[config.mk]
export PLATFORM = sky130hd
export DESIGN_NAME = ptl_flat
export DESIGN_NICKNAME = d
export VERILOG_FILES = /design/src/rtl/ptl_if.sv /design/src/rtl/ptl.sv /design/src/flat_wrapper.sv
export SDC_FILE = /design/constraint.sdc
export NUM_CORES = 1
export LEC_CHECK = 0
export BUFFER_PORTS_ARGS = -buffer_cell sky130_fd_sc_hd__clkbuf_2
export CAP_MARGIN = 20
export CORE_AREA = 4 4 41 43
export CTS_CLUSTER_SIZE = 10
export DETAILED_ROUTE_END_ITERATION = 16
export DIE_AREA = 0 0 45 47
export HOLD_SLACK_MARGIN = 0.06
export SYNTH_ARGS = -nofsm -noshare
export SYNTH_HDL_FRONTEND = slang
export SYNTH_SLANG_ARGS = --single-unit
[constraint.sdc]
create_clock -name i_clk -period 4.95 [get_ports i_clk]
set_input_delay 0.2475 -clock i_clk [delete_from_list [all_inputs] [get_ports i_clk]]
set_output_delay 0.2475 -clock i_clk [all_outputs]
set_load 0.05 [all_outputs]
[src/rtl/ptl_if.sv]
// ptl_if: event/level handshake bundle for the pulse-to-level converter.
//   i_pulse    - event strobe from the producer (one event per high cycle)
//   i_ack      - consumer release of the currently held level
//   o_level    - held level seen by the consumer
//   o_pending  - events queued behind the held one
//   o_overflow - one-cycle flag, an event was dropped
//   o_timeout  - one-cycle flag, level released by timeout
// The master modport is the producer/consumer side; the slave modport is ptl.
interface ptl_if #(
  parameter int CNT_W = 4
);
  logic             i_pulse;
  logic             i_ack;
  logic             o_level;
  logic [CNT_W-1:0] o_pending;
  logic             o_overflow;
  logic             o_timeout;

  modport master (
    output i_pulse, i_ack,
    input  o_level, o_pending, o_overflow, o_timeout
  );

  modport slave (
    input  i_pulse, i_ack,
    output o_level, o_pending, o_overflow, o_timeout
  );
endinterface

[src/rtl/ptl.sv]
// ptl: pulse-to-level converter. Turns single-cycle event strobes into a held
// level that stays high until acknowledged or until an optional timeout.
// Events arriving while a level is held are queued in a saturating counter
// and replayed as separate levels, each followed by one low cycle so that a
// downstream edge detector re-arms.
// Ports:
//   i_clk  - clock, rising edge
//   i_rstn - asynchronous active-low reset
//   bus    - ptl_if slave modport (i_pulse, i_ack in; o_level, o_pending,
//            o_overflow, o_timeout out, all outputs registered)
// Parameters:
//   CNT_W   - pending counter width (max 2^CNT_W-1 queued events)
//   TIMEOUT - cycles the level may stay high without ack; 0 disables
//   TMR_W   - timeout counter width, TIMEOUT < 2^TMR_W
module ptl #(
  parameter int CNT_W   = 4,
  parameter int TIMEOUT = 0,
  parameter int TMR_W   = 16
) (
  input logic  i_clk,
  input logic  i_rstn,
  ptl_if.slave bus
);

  typedef enum logic [1:0] {
    IDLE = 2'd0,
    HOLD = 2'd1,
    GAP  = 2'd2
  } state_t;

  localparam logic [CNT_W-1:0] PEND_MAX = '1;
  localparam bit               TMO_EN   = (TIMEOUT != 0);
  // Timer counts from 0 in the first HOLD cycle, so the last allowed HOLD
  // cycle is the one where it holds TIMEOUT-1.
  localparam logic [TMR_W-1:0] TMO_LAST = TMR_W'((TIMEOUT > 0) ? TIMEOUT - 1 : 0);

  state_t           state, state_nxt;
  logic [CNT_W-1:0] pend, pend_nxt;
  logic [TMR_W-1:0] timer, timer_nxt;
  logic             level_q, ovf_q, tmo_q;
  logic             ovf_nxt, tmo_nxt;
  logic             tmo_hit;

  // Saturating increment: never wraps past the maximum queue depth.
  function automatic logic [CNT_W-1:0] sat_inc(input logic [CNT_W-1:0] v);
    return (v == PEND_MAX) ? v : v + CNT_W'(1);
  endfunction

  // Decrement floored at zero.
  function automatic logic [CNT_W-1:0] sat_dec(input logic [CNT_W-1:0] v);
    return (v == '0) ? v : v - CNT_W'(1);
  endfunction

  assign tmo_hit = TMO_EN && (timer == TMO_LAST);

  always_comb begin
    state_nxt = state;
    pend_nxt  = pend;
    timer_nxt = timer;
    ovf_nxt   = 1'b0;
    tmo_nxt   = 1'b0;
    case (state)
      IDLE: begin
        // Event goes straight to the level, never through the queue.
        if (bus.i_pulse) begin
          state_nxt = HOLD;
          timer_nxt = '0;
        end
      end
      HOLD: begin
        timer_nxt = timer + TMR_W'(1);
        if (bus.i_pulse) begin
          if (pend == PEND_MAX) ovf_nxt = 1'b1;
          else                  pend_nxt = sat_inc(pend);
        end
        // Ack has priority, so a same-cycle timeout is not flagged.
        if (bus.i_ack) begin
          state_nxt = GAP;
        end else if (tmo_hit) begin
          state_nxt = GAP;
          tmo_nxt   = 1'b1;
        end
      end
      GAP: begin
        if (pend != '0) begin
          // A pulse here is enqueued while one is dequeued: net unchanged.
          state_nxt = HOLD;
          timer_nxt = '0;
          if (!bus.i_pulse) pend_nxt = sat_dec(pend);
        end else if (bus.i_pulse) begin
          state_nxt = HOLD;
          timer_nxt = '0;
        end else begin
          state_nxt = IDLE;
        end
      end
      default: state_nxt = IDLE;
    endcase
  end

  always_ff @(posedge i_clk or negedge i_rstn) begin
    if (!i_rstn) begin
      state   <= IDLE;
      pend    <= '0;
      timer   <= '0;
      level_q <= 1'b0;
      ovf_q   <= 1'b0;
      tmo_q   <= 1'b0;
    end else begin
      state   <= state_nxt;
      pend    <= pend_nxt;
      timer   <= timer_nxt;
      level_q <= (state_nxt == HOLD);
      ovf_q   <= ovf_nxt;
      tmo_q   <= tmo_nxt;
    end
  end

  assign bus.o_level    = level_q;
  assign bus.o_pending  = pend;
  assign bus.o_overflow = ovf_q;
  assign bus.o_timeout  = tmo_q;

endmodule

[src/flat_wrapper.sv]
// flat-port wrapper written by rule: the top's interface ports become plain ports
module ptl_flat 
#(
  parameter int CNT_W   = 4,
  parameter int TIMEOUT = 0,
  parameter int TMR_W   = 16
)
  (i_clk, i_rstn, bus_i_pulse, bus_i_ack, bus_o_level, bus_o_pending, bus_o_overflow, bus_o_timeout);
  ptl_if #(.CNT_W(CNT_W)) bus_i ();
  input logic i_clk;
  input logic i_rstn;
  input wire logic [$bits(bus_i.i_pulse)-1:0] bus_i_pulse;
  input wire logic [$bits(bus_i.i_ack)-1:0] bus_i_ack;
  output wire logic [$bits(bus_i.o_level)-1:0] bus_o_level;
  output wire logic [$bits(bus_i.o_pending)-1:0] bus_o_pending;
  output wire logic [$bits(bus_i.o_overflow)-1:0] bus_o_overflow;
  output wire logic [$bits(bus_i.o_timeout)-1:0] bus_o_timeout;
  assign bus_i.i_pulse = bus_i_pulse;
  assign bus_i.i_ack = bus_i_ack;
  assign bus_o_level = bus_i.o_level;
  assign bus_o_pending = bus_i.o_pending;
  assign bus_o_overflow = bus_i.o_overflow;
  assign bus_o_timeout = bus_i.o_timeout;
  ptl #(.CNT_W(CNT_W), .TIMEOUT(TIMEOUT), .TMR_W(TMR_W)) u_core (.i_clk(i_clk), .i_rstn(i_rstn), .bus(bus_i));
endmodule
==> results of run 1 <==
[sequential cells by signal (all words and copies together), names as in the netlist]
name	flops
u_core.bus.o_level	1
u_core.bus.o_pending	4
u_core.bus.o_overflow	1
u_core.state	2
[what timing repair did]
| item | 4_1_cts | 5_1_grt |
|---|---|---|
| gates resized for setup | 0 | 0 |
| setup endpoints to repair | 0 | 0 |
| hold buffers | 1 | 0 |
| hold endpoints to repair | 8 | 0 |
[routing by layer]
| layer | part of all wire [%] | wire (microns) |
|---|---|---|
| met5 | 0 | 0 |
| met4 | 0 | 0 |
| met3 | 9.5 | 68 |
| met2 | 44 | 316 |
| met1 | 46 | 331 |
[cell type report]
cell class                      count  share of cell area [%]
Sequential cell                     8                    37.3
Tap cell                           15                    3.50
Timing Repair Buffer               10                    10.3
Clock buffer                        3                    4.20
Multi-Input combinational cell     25                    42.0
Inverter                            4                    2.80
[kinds of logic after synthesis]
group	synth area share [%]
buf+inv	5.03
simple gates	19.0
other cells	0.837
xor+xnor	5.87
compound gates	6.70
flops	44.7
fa+ha+maj	10.1
mux	7.82
[metrics by stage]
step / instance area (sq um) / hold slack [ns] / util [%] / setup WS, ns / cells
floorplan: 448 / -0.0481 / - / 3.18 / 38
global placement: 504 / 0.111 / 38.8 / 3.20 / 61
detailed placement: 504 / 0.108 / 38.8 / 3.19 / 61
CTS: 537 / 0.207 / 41.3 / 3.16 / 65
global route: 537 / 0.209 / 41.3 / 3.00 / 65
finish: 537 / 0.218 / 41.3 / 3.17 / 65
[synthesized netlist by cell type]
cell / count / area share [%]
nand3_2: 1 / 2.2
dfrtp_1: 8 / 45
nand3b_4: 1 / 4.5
nand2_1: 1 / 0.84
conb_1: 1 / 0.84
inv_1: 4 / 3.4
fa_1: 1 / 4.5
nand2_4: 1 / 2.5
buf_4: 1 / 1.7
nand2b_1: 1 / 1.4
o22ai_1: 2 / 2.8
a21o_1: 1 / 1.7
a21oi_1: 2 / 2.2
mux2i_1: 2 / 4.5
and2_1: 1 / 1.4
mux2_4: 1 / 3.4
ha_1: 2 / 5.6
nor2b_1: 1 / 1.4
nand4_1: 1 / 1.4
nor2_1: 1 / 0.84
xor2_1: 1 / 2.0
or4_4: 1 / 2.5
xnor2_1: 2 / 3.9
[path summary, 6_finish.rpt]
| kind | end | slack, ns | cells past startpoint |
|---|---|---|---|
| worst max-delay path | u_core.bus.o_pending[3] | 3.17 | 7 |
| worst min-delay path | u_core.state[0] | 0.22 | 2 |
| worst max register to register | u_core.bus.o_pending[3] | 3.17 | 7 |
| worst min register to register | u_core.state[0] | 0.48 | 1 |
| max in group asynchronous | u_core.bus.o_pending[0] | 4.39 | 2 |
| min in group asynchronous | u_core.bus.o_pending[2] | 0.38 | 2 |
==> metrics.yaml, run 1 <==
status: "completed"
final_hold_viol_count: 0
slew_viol_final: 0
clockBufferDepth: 2
path_cells: "nand2b_1 > inv_1 > ha_1 > a21o_1 > a21oi_1 > mux2i_1 > xor2_1"
die_area_sq_um: 2120
fin_crit_sh_pct: 35.9
grtUsageMet3_pct: 5.75
dp_hpwl_microns: 568
hold_class: "input port to register"
dieWidth_microns: 45
syn_nets: 45
synth_area_per_cell_sq_um: 11.8
path_clk_slew_ns: 0.05
critPathLaunch: "u_core.state[0]"
portBuffers: 9
crit_path_start_kind: "register"
synth.distinct_cells: 23
gp_congestion: 0.719
crit_type: "register to register"
initial_core_util_pct: 34.4
synth-seq-cells: 8
skew_ns: 0.00347
cts_sinks: 8
busiest_layer: "met2"
final-setup-viol-count: 0
critPathSlowestCell: "dfrtp_1"
final_common_cell: "clkbuf_2"
dr.pass1.iters: 3
ant_nets: 0
drtIter0Drc: 3
grtUsageMet2_pct: 11.9
insertion_delay_ns: 0.25
final_cell_mix: "clkbuf_2 (9), dfrtp_1 (8), inv_1 (4)"
timing.rr.start: "u_core.state[0]"
cp_top_family: "flip-flops"
grt_util_met1_pct: 11.6
maxCapViolations: 0
syn_area_sq_um: 448
regArea_sq_um: 200
arrival_ns: 1.95
track_usage_pct: 8.76
hp-start: "bus_i_ack"
multi_input_area_sq_um: 225
num_vias: 297
max_stage_delay_ns: 0.39
root_buffer: "clkbuf_4"
avgRoutedWirePerCell_microns: 11.0
htreeDepth: 1
crit_fanout: 4
grt_max_degree: 9
grt_pass1_vias: 276
drive_above_1_share_pct: 34.0
numCtsBuffers: 3
tns_ns: 0
grt_pass1_wl_microns: 1260
n_antenna_cell: 0
antenna_found_initial: 0
syn2layout_area_growth_pct: 19.8
synth_cells: 38
vias_per_cell: 4.57
grt_overflow_total: 0
n_fill_cell: 146
rsz0062_at_grt: "no"
io_pins: 11
cp_num_buf_inv: 1
required_ns: 5.13
yosysSeqAreaShare_pct: 44.7
yosysWarnings: 0
die_y_microns: 47
drc: 0
wl_microns: 715
cts_tree: "done"
post_cts_buffers: 0
core_sq_um: 1300
fin_nets: 59
rows: 13
endpoint_kind: "register"
max_freq_mhz: 563
final.min_clock_period_ns: 1.78
Power of run 1 is not shown: default switching activity piles up to over one toggle a cycle in this logic, so the estimate is an artifact.
==> inputs of run 2 (changes only) <==
Clock period 4.95 ns to 1.69 ns, I/O delays scaled along.
==> metrics.yaml, run 2 (same netlist as run 1, synthesis figures left out) <==
tns_ns: 0  # unchanged
rows: 13  # unchanged
n_antenna_cell: 0  # unchanged
arrival_ns: 1.73  # was 1.95 ns
hold_ws_ns: 0.0672  # was 0.218 ns
grt_max_degree: 9  # unchanged
avgRoutedWirePerCell_microns: 11.8  # was 11.0 microns
largest_reg_flops: 4  # unchanged
total_leakage_power_uw: 0.000307
peakVddDrop_mv: 0.725
cts_tree: "done"  # unchanged
final_common_cell: "clkbuf_2"  # unchanged
dpl.cell_count: 64  # was 61
dieWidth_microns: 45  # unchanged
final_hold_viol_count: 0  # unchanged
status: "completed"  # unchanged
antenna_found_initial: 0  # unchanged
finalPower_uw: 1320
power_frac_comb_pct: 59.4
required_ns: 1.82  # was 5.13 ns
power_density_nw_per_um2: 2180
cts_sinks: 8  # unchanged
syn2layout_area_growth_pct: 35.8  # was 19.8%
gp_congestion: 0.760  # was 0.719
fin_crit_sh_pct: 94.5  # was 35.9%
slew_viol_final: 0  # unchanged
insertion_delay_ns: 0.25  # about the same
seqPwrFrac_pct: 28.9
rr_worst_depth: 4  # was 7
drc: 0  # unchanged
portBuffers: 9  # unchanged
skew_ns: 0.00118  # was 0.00347 ns
track_usage_pct: 8.78  # was 8.76%
drtIter0Drc: 2  # was 3
path_clk_slew_ns: 0.05  # about the same
wl_microns: 835  # was 715 microns
min_to: "u_core.bus.o_overflow"  # was u_core.state[0]
endpoint_kind: "register"  # unchanged
hold_depth: 3  # was 2
final-setup-viol-count: 0  # unchanged
n_fill_cell: 126  # was 146
vias_per_cell: 4.65  # was 4.57
swShare_pct: 47.6
hp-start: "bus_i_pulse"  # was bus_i_ack
io_pins: 11  # unchanged
crit_path_start_kind: "register"  # unchanged
dp_hpwl_microns: 649  # was 568 microns
stdcell_area_sq_um: 608  # was 537 sq um
drive_above_1_share_pct: 48.2  # was 34.0%
initial_core_util_pct: 34.4  # unchanged
p_int_uw: 693
clockBufferDepth: 2  # unchanged
timing.rr.start: "u_core.bus.o_pending[1]"  # was u_core.state[0]
final_cell_mix: "clkbuf_2 (9), dfrtp_1 (5), inv_1 (4), buf_4 (4)"  # was clkbuf_2 (9), dfrtp_1 (8), inv_1 (4)
critPathSlowestCell: "or4_4"  # was dfrtp_1
path_cells: "or4_4 > nand3b_4 > nand2_4 > mux2_4"  # was nand2b_1 > inv_1 > ha_1 > a21o_1 > a21oi_1 > mux2i_1 > xor2_1
dpl-instance-area_sq_um: 531  # was 504 sq um
grt_pass1_vias: 316  # was 276
num_vias: 330  # was 297
grt_pass1_wl_microns: 1330  # was 1260 microns
rsz0062_at_grt: "no"  # unchanged
hold_class: "input port to register"  # unchanged
crit_fanout: 5  # was 4
die_y_microns: 47  # unchanged
dr.pass1.iters: 2  # was 3
htreeDepth: 1  # unchanged
max_freq_mhz: 626  # was 563 MHz
final.min_clock_period_ns: 1.60  # was 1.78 ns
fin_cells: 71  # was 65
fin_nets: 64  # was 59
max_stage_delay_ns: 0.57  # was 0.39 ns
p_clk_share_pct: 11.7
root_buffer: "clkbuf_4"  # unchanged
core_sq_um: 1300  # unchanged
grt_overflow_total: 0  # unchanged
die_area_sq_um: 2120  # unchanged
maxCapViolations: 0  # unchanged
p_switching_uw: 631
numCtsBuffers: 3  # unchanged
ant_nets: 0  # unchanged
rr_endpoint: "u_core.bus.o_pending[2]"  # was u_core.bus.o_pending[3]
regToRegSetupSlack_ns: 0.09  # was 3.17 ns
crit_type: "register to register"  # unchanged
## run 2: cell types whose count changed in the layout (fill, tap and decap cells not counted), sizes merged
cell / previous run / this run
buf: 0 / 4
clkbuf: 12 / 13
dlygate4sd3: 1 / 2
## run 2: worst max path at each step
stage                                         end  slack (ns)                    start
after CTS                 u_core.bus.o_pending[3]        0.04          u_core.state[1]
final                     u_core.bus.o_pending[2]        0.09  u_core.bus.o_pending[1]
after global placement    u_core.bus.o_pending[3]        0.06          u_core.state[1]
after detailed placement  u_core.bus.o_pending[3]        0.05          u_core.state[1]
after floorplan           u_core.bus.o_pending[2]        0.01  u_core.bus.o_pending[1]
after global routing      u_core.bus.o_pending[3]      0.0008          u_core.state[0]
## run 2: power by group through the flow
stage / sequential [uW] / clock [uW] / combinational [uW]
floorplan: 580 / 0 / 343
global placement: 372 / 0 / 727
detailed placement: 379 / 0 / 733
CTS: 376 / 163 / 739
global route: 400 / 175 / 838
finish: 383 / 154 / 787
## run 2: layer usage
metal / vias up / GRT usage (%) / part of all wire (%)
met3: 0 / 5.75 / 7.9
met5: - / 0 / 0
met1: 159 / 9.37 / 44
met4: 0 / 0 / 0
met2: 8 / 15.5 / 48
li1: 163 / - / -
## run 2: final cells by class
| cell class | instances | area [sq um] | share of cell area, % |
|---|---|---|---|
| Sequential cell | 8 | 204 | 33.5 |
| Clock buffer | 4 | 26.3 | 4.32 |
| Inverter | 4 | 15.0 | 2.47 |
| Timing Repair Buffer | 15 | 95.1 | 15.6 |
| Tap cell | 15 | 18.8 | 3.09 |
| Multi-Input combinational cell | 25 | 249 | 40.9 |
## run 2: critical path, delay by kind of cell (launching register included)
kind | cells | cell delay (ns)
mux | 1 | 0.29
simple gates | 3 | 0.75
flops | 1 | 0.44
## run 2: what timing repair did
item                                    CTS  global route
setup buffers                             0             1
resized for setup                         0             3
endpoints found under the hold margin    10             0
hold buffers                              2             0
endpoints found under the setup margin    0             1
## run 2: metrics by stage
| stage | worst slack, ns | utilization (%) |
|---|---|---|
| global placement | 0.0562 | 40.8 |
| detailed placement | 0.0486 | 40.8 |
| finish | 0.0932 | 46.7 |
| floorplan | 0.0147 | - |
| global route | 0.000836 | 46.7 |
| CTS | 0.0364 | 44.3 |
No activity file was read; power rests on OpenSTA's default activity.
